===== src/rtl/led_ctrl_pkg.sv =====
// led_ctrl_pkg: state encoding and default sizing shared by the LED control blocks.
package led_ctrl_pkg;
    localparam int DEF_NB_MUX_ROWS = 4;
    localparam int DEF_ON_WIDTH    = 16;
    localparam int DEF_DEAD_CYCLES = 8;
    typedef enum logic [1:0] {IDLE, LATCH, DEAD, ON} row_sched_state_t;
endpackage


===== src/rtl/row_mux_scheduler_if.sv =====
// row_mux_scheduler_if: control, handshake and row pins between synchronizer/HPS and the scheduler.
interface row_mux_scheduler_if
    import led_ctrl_pkg::*;
#(
    parameter int NB_MUX_ROWS = DEF_NB_MUX_ROWS,
    parameter int ON_WIDTH    = DEF_ON_WIDTH
);
    logic                           enable;
    logic                           slice_start;
    logic [ON_WIDTH-1:0]            on_cycles;
    logic                           hps_override;
    logic [NB_MUX_ROWS-1:0]         hps_row_en;
    logic                           lat_ack;
    logic                           clear_overrun;
    logic [NB_MUX_ROWS-1:0]         row_en;
    logic [$clog2(NB_MUX_ROWS)-1:0] row_idx;
    logic                           lat_req;
    logic                           busy;
    logic                           slice_done;
    logic                           overrun;
    modport master (
        output enable, slice_start, on_cycles, hps_override, hps_row_en, lat_ack, clear_overrun,
        input  row_en, row_idx, lat_req, busy, slice_done, overrun
    );
    modport slave (
        input  enable, slice_start, on_cycles, hps_override, hps_row_en, lat_ack, clear_overrun,
        output row_en, row_idx, lat_req, busy, slice_done, overrun
    );
endinterface


===== src/rtl/cycle_timer.sv =====
// cycle_timer: loadable down-counter; last is high in the final cycle of a loaded count.
module cycle_timer #(
    parameter int WIDTH = 16
) (
    input  logic             clk,
    input  logic             rst_in,
    input  logic             load,
    input  logic [WIDTH-1:0] value,
    output logic             last
);
    logic [WIDTH-1:0] cnt_q, cnt_d;
    always_comb begin
        cnt_d = load ? value : (cnt_q != '0 ? cnt_q - WIDTH'(1) : '0);
        last  = cnt_q == WIDTH'(1);
    end
    always_ff @(posedge clk or posedge rst_in)
        if (rst_in) cnt_q <= '0;
        else        cnt_q <= cnt_d;
endmodule


===== src/rtl/row_mux_scheduler.sv =====
// row_mux_scheduler: per-slice row sequencer (latch request, blanking, on-time) with HPS override.
module row_mux_scheduler
    import led_ctrl_pkg::*;
#(
    parameter int NB_MUX_ROWS = DEF_NB_MUX_ROWS,
    parameter int ON_WIDTH    = DEF_ON_WIDTH,
    parameter int DEAD_CYCLES = DEF_DEAD_CYCLES
) (
    input logic                clk,
    input logic                rst_in,
    row_mux_scheduler_if.slave bus
);
    localparam int IDX_W = $clog2(NB_MUX_ROWS);
    localparam logic [IDX_W-1:0] LAST_ROW = IDX_W'(NB_MUX_ROWS - 1);
    row_sched_state_t       state_q, state_d;
    logic [IDX_W-1:0]       row_idx_q, row_idx_d;
    logic [ON_WIDTH-1:0]    on_q, on_d, t_val;
    logic [NB_MUX_ROWS-1:0] row_en_q, row_en_d;
    logic                   slice_done_q, slice_done_d, overrun_q, overrun_d;
    logic                   t_load, t_last, end_row, abort, busy, last_row;
    cycle_timer #(.WIDTH(ON_WIDTH)) u_timer (
        .clk    (clk),
        .rst_in (rst_in),
        .load   (t_load),
        .value  (t_val),
        .last   (t_last)
    );
    assign busy     = state_q != IDLE;
    assign last_row = row_idx_q == LAST_ROW;
    always_comb begin
        state_d      = state_q;
        row_idx_d    = row_idx_q;
        on_d         = on_q;
        t_load       = 1'b0;
        t_val        = ON_WIDTH'(DEAD_CYCLES);
        end_row      = 1'b0;
        slice_done_d = 1'b0;
        abort        = !bus.enable || bus.hps_override;
        unique case (state_q)
            IDLE:
                if (bus.slice_start && !abort) begin
                    state_d   = LATCH;
                    on_d      = bus.on_cycles;
                    row_idx_d = '0;
                end
            LATCH:
                if (bus.lat_ack) begin
                    state_d = DEAD;
                    t_load  = 1'b1;
                end
            DEAD:
                if (t_last) begin
                    if (on_q == '0) end_row = 1'b1;
                    else begin
                        state_d = ON;
                        t_load  = 1'b1;
                        t_val   = on_q;
                    end
                end
            ON:
                end_row = t_last;
        endcase
        if (end_row) begin
            state_d      = last_row ? IDLE : LATCH;
            row_idx_d    = last_row ? '0 : row_idx_q + 1'b1;
            slice_done_d = last_row;
        end
        if (abort) begin
            state_d      = IDLE;
            row_idx_d    = '0;
            slice_done_d = 1'b0;
        end
        // row_en is computed from next state so the pins change on the same edge as the FSM
        row_en_d  = bus.hps_override ? bus.hps_row_en
                  : (state_d == ON ? NB_MUX_ROWS'(1) << row_idx_d : '0);
        overrun_d = (bus.slice_start && busy && !bus.hps_override) || (overrun_q && !bus.clear_overrun);
    end
    always_ff @(posedge clk or posedge rst_in)
        if (rst_in) begin
            state_q      <= IDLE;
            row_idx_q    <= '0;
            on_q         <= '0;
            row_en_q     <= '0;
            slice_done_q <= 1'b0;
            overrun_q    <= 1'b0;
        end else begin
            state_q      <= state_d;
            row_idx_q    <= row_idx_d;
            on_q         <= on_d;
            row_en_q     <= row_en_d;
            slice_done_q <= slice_done_d;
            overrun_q    <= overrun_d;
        end
    assign bus.row_en     = row_en_q;
    assign bus.row_idx    = row_idx_q;
    assign bus.lat_req    = state_q == LATCH;
    assign bus.busy       = busy;
    assign bus.slice_done = slice_done_q;
    assign bus.overrun    = overrun_q;
endmodule


===== src/flat_wrapper.sv =====
// flat-port wrapper written by rule: the top's interface ports become plain ports
module row_mux_scheduler_flat import led_ctrl_pkg::*;
#(
    parameter int NB_MUX_ROWS = DEF_NB_MUX_ROWS,
    parameter int ON_WIDTH    = DEF_ON_WIDTH,
    parameter int DEAD_CYCLES = DEF_DEAD_CYCLES
)
  (clk, rst_in, bus_enable, bus_slice_start, bus_on_cycles, bus_hps_override, bus_hps_row_en, bus_lat_ack, bus_clear_overrun, bus_row_en, bus_row_idx, bus_lat_req, bus_busy, bus_slice_done, bus_overrun);
  row_mux_scheduler_if #(.NB_MUX_ROWS(NB_MUX_ROWS), .ON_WIDTH(ON_WIDTH)) bus_i ();
  input logic clk;
  input logic rst_in;
  input wire logic [$bits(bus_i.enable)-1:0] bus_enable;
  input wire logic [$bits(bus_i.slice_start)-1:0] bus_slice_start;
  input wire logic [$bits(bus_i.on_cycles)-1:0] bus_on_cycles;
  input wire logic [$bits(bus_i.hps_override)-1:0] bus_hps_override;
  input wire logic [$bits(bus_i.hps_row_en)-1:0] bus_hps_row_en;
  input wire logic [$bits(bus_i.lat_ack)-1:0] bus_lat_ack;
  input wire logic [$bits(bus_i.clear_overrun)-1:0] bus_clear_overrun;
  output wire logic [$bits(bus_i.row_en)-1:0] bus_row_en;
  output wire logic [$bits(bus_i.row_idx)-1:0] bus_row_idx;
  output wire logic [$bits(bus_i.lat_req)-1:0] bus_lat_req;
  output wire logic [$bits(bus_i.busy)-1:0] bus_busy;
  output wire logic [$bits(bus_i.slice_done)-1:0] bus_slice_done;
  output wire logic [$bits(bus_i.overrun)-1:0] bus_overrun;
  assign bus_i.enable = bus_enable;
  assign bus_i.slice_start = bus_slice_start;
  assign bus_i.on_cycles = bus_on_cycles;
  assign bus_i.hps_override = bus_hps_override;
  assign bus_i.hps_row_en = bus_hps_row_en;
  assign bus_i.lat_ack = bus_lat_ack;
  assign bus_i.clear_overrun = bus_clear_overrun;
  assign bus_row_en = bus_i.row_en;
  assign bus_row_idx = bus_i.row_idx;
  assign bus_lat_req = bus_i.lat_req;
  assign bus_busy = bus_i.busy;
  assign bus_slice_done = bus_i.slice_done;
  assign bus_overrun = bus_i.overrun;
  row_mux_scheduler #(.NB_MUX_ROWS(NB_MUX_ROWS), .ON_WIDTH(ON_WIDTH), .DEAD_CYCLES(DEAD_CYCLES)) u_core (.clk(clk), .rst_in(rst_in), .bus(bus_i));
endmodule

===== config.mk =====
export PLATFORM = sky130hd
export DESIGN_NAME = row_mux_scheduler_flat
export DESIGN_NICKNAME = d
export VERILOG_FILES = /design/src/rtl/led_ctrl_pkg.sv /design/src/rtl/row_mux_scheduler_if.sv /design/src/rtl/cycle_timer.sv /design/src/rtl/row_mux_scheduler.sv /design/src/flat_wrapper.sv
export SDC_FILE = /design/constraint.sdc
export NUM_CORES = 1
export LEC_CHECK = 0
export BUFFER_PORTS_ARGS = -buffer_cell sky130_fd_sc_hd__buf_4
export CORE_MARGIN = 5
export CORE_UTILIZATION = 40
export CTS_CLUSTER_SIZE = 12
export DETAILED_ROUTE_END_ITERATION = 7
export GPL_ROUTABILITY_DRIVEN = 0
export PLACE_DENSITY = 0.63
export SLEW_MARGIN = 20
export SYNTH_ARGS = -nofsm -noshare
export SYNTH_HDL_FRONTEND = slang
export SYNTH_HIERARCHICAL = 1
export SYNTH_SLANG_ARGS = --single-unit

===== constraint.sdc =====
create_clock -name clk -period 3.15 [get_ports clk]
set_input_delay 0 -clock clk [delete_from_list [all_inputs] [get_ports clk]]
set_output_delay 0 -clock clk [all_outputs]
set_load 0.005 [all_outputs]

==> reports/summary.txt <==
Status: finished clean
Critical path arrival: 3000 ps
Slowest library cell on the worst path: or4_4
CP required: 3330 ps
P_leak: 1.26 nW
Syn Area/Cell: 10.6 sq um
CTS buffer count: 5
Sw Share: 0.301
Prevailing post-synth register cell: dfrtp_1
Synth Warn #: 6
Die Y: 86.7 microns
Buffers on Ports: 36
Die Width: 86.7 microns
Setup slack after layout: 335 ps
Clock power share: 0.257
Int Power: 991 uW
Wirelength, routed: 5270 microns
Slew Limit Fails: 0
Cts repair resizes: 0
Finished Cell Area: 3070 sq um
Fraction of layout cells with a size suffix above 1: 0.297
Most frequent cell after synthesis: dfrtp_1
CP Launch Type: register
Min cycle time layout: 2810 ps
Logic gate share of total power: 0.214
Clock slew at reported path FFs: 80 ps
Inserted Diodes: 0
Place WS: 349 ps
Drt drc: 0
Layout area overhead: 30.4%
Area share of the largest cell type after synthesis: 0.447
Yosys cell types: 52
Setup CP Type: register to register
Share of flip-flops with an asynchronous set or reset: 1.00
Slowest cell delay on critical path: 540 ps
ANT nets after route: 0
Sw power: 427 uW
Worst skew pair latency: 290 ps
Synthesized flop and latch total: 42
Core region area: 5820 sq um
Initial Utilization: 0.404
Drt wl/cell: 14.4 microns
Drt initial violations: 121
Cell family with most CP delay: simple AND/OR/NAND/NOR gates
First-pass GRT wire length: 9440 microns
Max VDD drop: 0.267 mV
Net Count, Synth: 257
Detailed Routing Iterations Pass 1: 4
Filler cells: 535
Row count: 28
# setup viols final: 0
DR vias/cell: 5.08
Fmax: 0.355 GHz
CTS tree: done
Max Fanout on Critical Path: 5
Tightest Pin Transition: 615 ps
Total grt overflow: 0
Commonest cells post-synth: dfrtp_1 (42), nand2_1 (23), mux2_2 (16)
Slew HR: 0.589
Area after DPL: 2730 sq um
Largest net degree at the start of global routing: 27
Clock Sink Count: 42
Syn Inst Count: 222
Post-synth EDFFs: 0
Min-Delay Path Class: input pin to register
Critical path endpoint category: register
Largest area contributor in the netlist: dfrtp_1
Part of the cycle the worst path needs: 0.894
Final TNS setup: 0 ps
Max cap viols: 0
IO Count: 37
Initial antenna violation count: 0
Worst-path cell chain: or4_4 -> or2_1 -> nor3_1 -> nand2_1 -> buf_4 -> o21ai_4 -> mux2_4 -> a32o_2
Sequential area share after synthesis: 0.447
Setup Fix Bufs, Post-CTS: 0
Final hold vios: 0
Buffers and inverters on the worst path: 1
Reg2reg setup slack: 340 ps
Synth Cell Area: 2350 sq um
Die area: 7510 sq um
Fin nets: 324
Vias in the first global route: 1941
# hold bufs at CTS: 24
Via count: 1856
HPWL Detailed: 3840 microns
H-tree lvl count: 2
PD cells: 462 nW/um^2
CTS root buffer: clkbuf_8
Seq pwr share: 0.528
GR Util All Layers: 0.157
RSZ-0062 raised after global routing: no
Top cells by area, synth: dfrtp_1 (45%), mux2_2 (7.7%), ha_1 (4.3%)
Fin Clk Skew: 5.35 ps
Clock Path Buffers: 2
-- metal layers --
layer	part of all wire	vias to the layer above	wire length, microns	GRT usage
met5	0	-	0	0
met4	0.013	0	66	0.0439
met3	0.027	5	143	0.0228
met2	0.49	31	2560	0.259
met1	0.47	894	2500	0.215
li1	-	926	-	-
-- logic make-up after synthesis --
| logic type | count (synthesis) | synth area share |
|---|---|---|
| AOI/OAI and AO/OA | 34 | 0.115 |
| xor gates and xnor gates | 9 | 0.0335 |
| adders and majority gates | 8 | 0.0426 |
| buffers and inverters | 19 | 0.0357 |
| DFF | 42 | 0.447 |
| muxes | 19 | 0.0915 |
| and+or+nand+nor | 91 | 0.235 |
-- worst paths after layout --
kind                                                    startpoint  cells past startpoint                                 to
max in group asynchronous                                   rst_in                      3  u_core/u_timer/cnt_q[3]$_DFF_PP0_
worst min register to register         u_core/on_q[10]$_DFFE_PP0P_                      1        u_core/on_q[10]$_DFFE_PP0P_
worst max-delay path            u_core/u_timer/cnt_q[11]$_DFF_PP0_                      8     u_core/bus.row_en[2]$_DFF_PP0_
min in group asynchronous                                   rst_in                      3         u_core/on_q[6]$_DFFE_PP0P_
worst max register to register  u_core/u_timer/cnt_q[11]$_DFF_PP0_                      8     u_core/bus.row_en[2]$_DFF_PP0_
worst min-delay path                                    bus_enable                      3    u_core/bus.slice_done$_DFF_PP0_
-- sequential cells by signal, summed over array words and instances, names as in the netlist --
name / flops
u_core/bus.overrun: 1
u_core/on_q: 16
u_core/bus.slice_done: 1
u_core/bus.row_en: 4
u_core/state_q: 2
u_core/bus.row_idx: 2
u_core/u_timer/cnt_q: 16
-- cell usage in the layout (no fill, tap or decap), types with 6 or more instances in the layout --
cell type,Yosys,routed
and2_1,15,15
buf_4,1,43
clkbuf_8,0,6
dfrtp_1,42,42
dlygate4sd3_1,0,24
ha_1,8,8
inv_1,12,11
mux2_2,16,16
nand2_1,23,23
nor2_1,12,12
nor3_1,6,6
nor4_1,6,6
o31ai_1,12,12
-- power by group through the flow --
stage                     Sequential, mW  Combinational, mW  Clock (mW)
after floorplan                    0.734              0.212           0
after global placement             0.754              0.278           0
after detailed placement           0.758              0.281           0
after CTS                          0.748              0.305       0.376
after global routing               0.765              0.344       0.398
final                              0.749              0.304       0.365
-- worst register-to-register path, delay by kind of cell, from the launching register on --
kind	cells	cell delay (ps)
flops	1	430
mux	1	340
buf+inv	1	180
compound gates	2	480
simple gates	4	1280
-- area by class of cell --
type                       instances  area (sq um)  share of cell area
timing repair buffer              67           563               0.184
tap                               75          93.8              0.0306
multi-input combinational        161          1220               0.397
clock inverter                     2          12.5             0.00408
sequential                        42          1050               0.343
inverter                          12          45.0              0.0147
clock buffer                       6          82.6              0.0269
-- through the flow --
stage | util | hold slack [ps] | power [mW] | cells
after global routing | 0.527 | 24.8 | 1.51 | 365
after floorplan | - | -86.3 | 0.945 | 222
after detailed placement | 0.470 | 127 | 1.04 | 333
final | 0.527 | 22.0 | 1.42 | 365
after CTS | 0.527 | 6.21 | 1.43 | 365
after global placement | 0.470 | 125 | 1.03 | 333
Note: power is estimated with default switching activity, not from simulation.
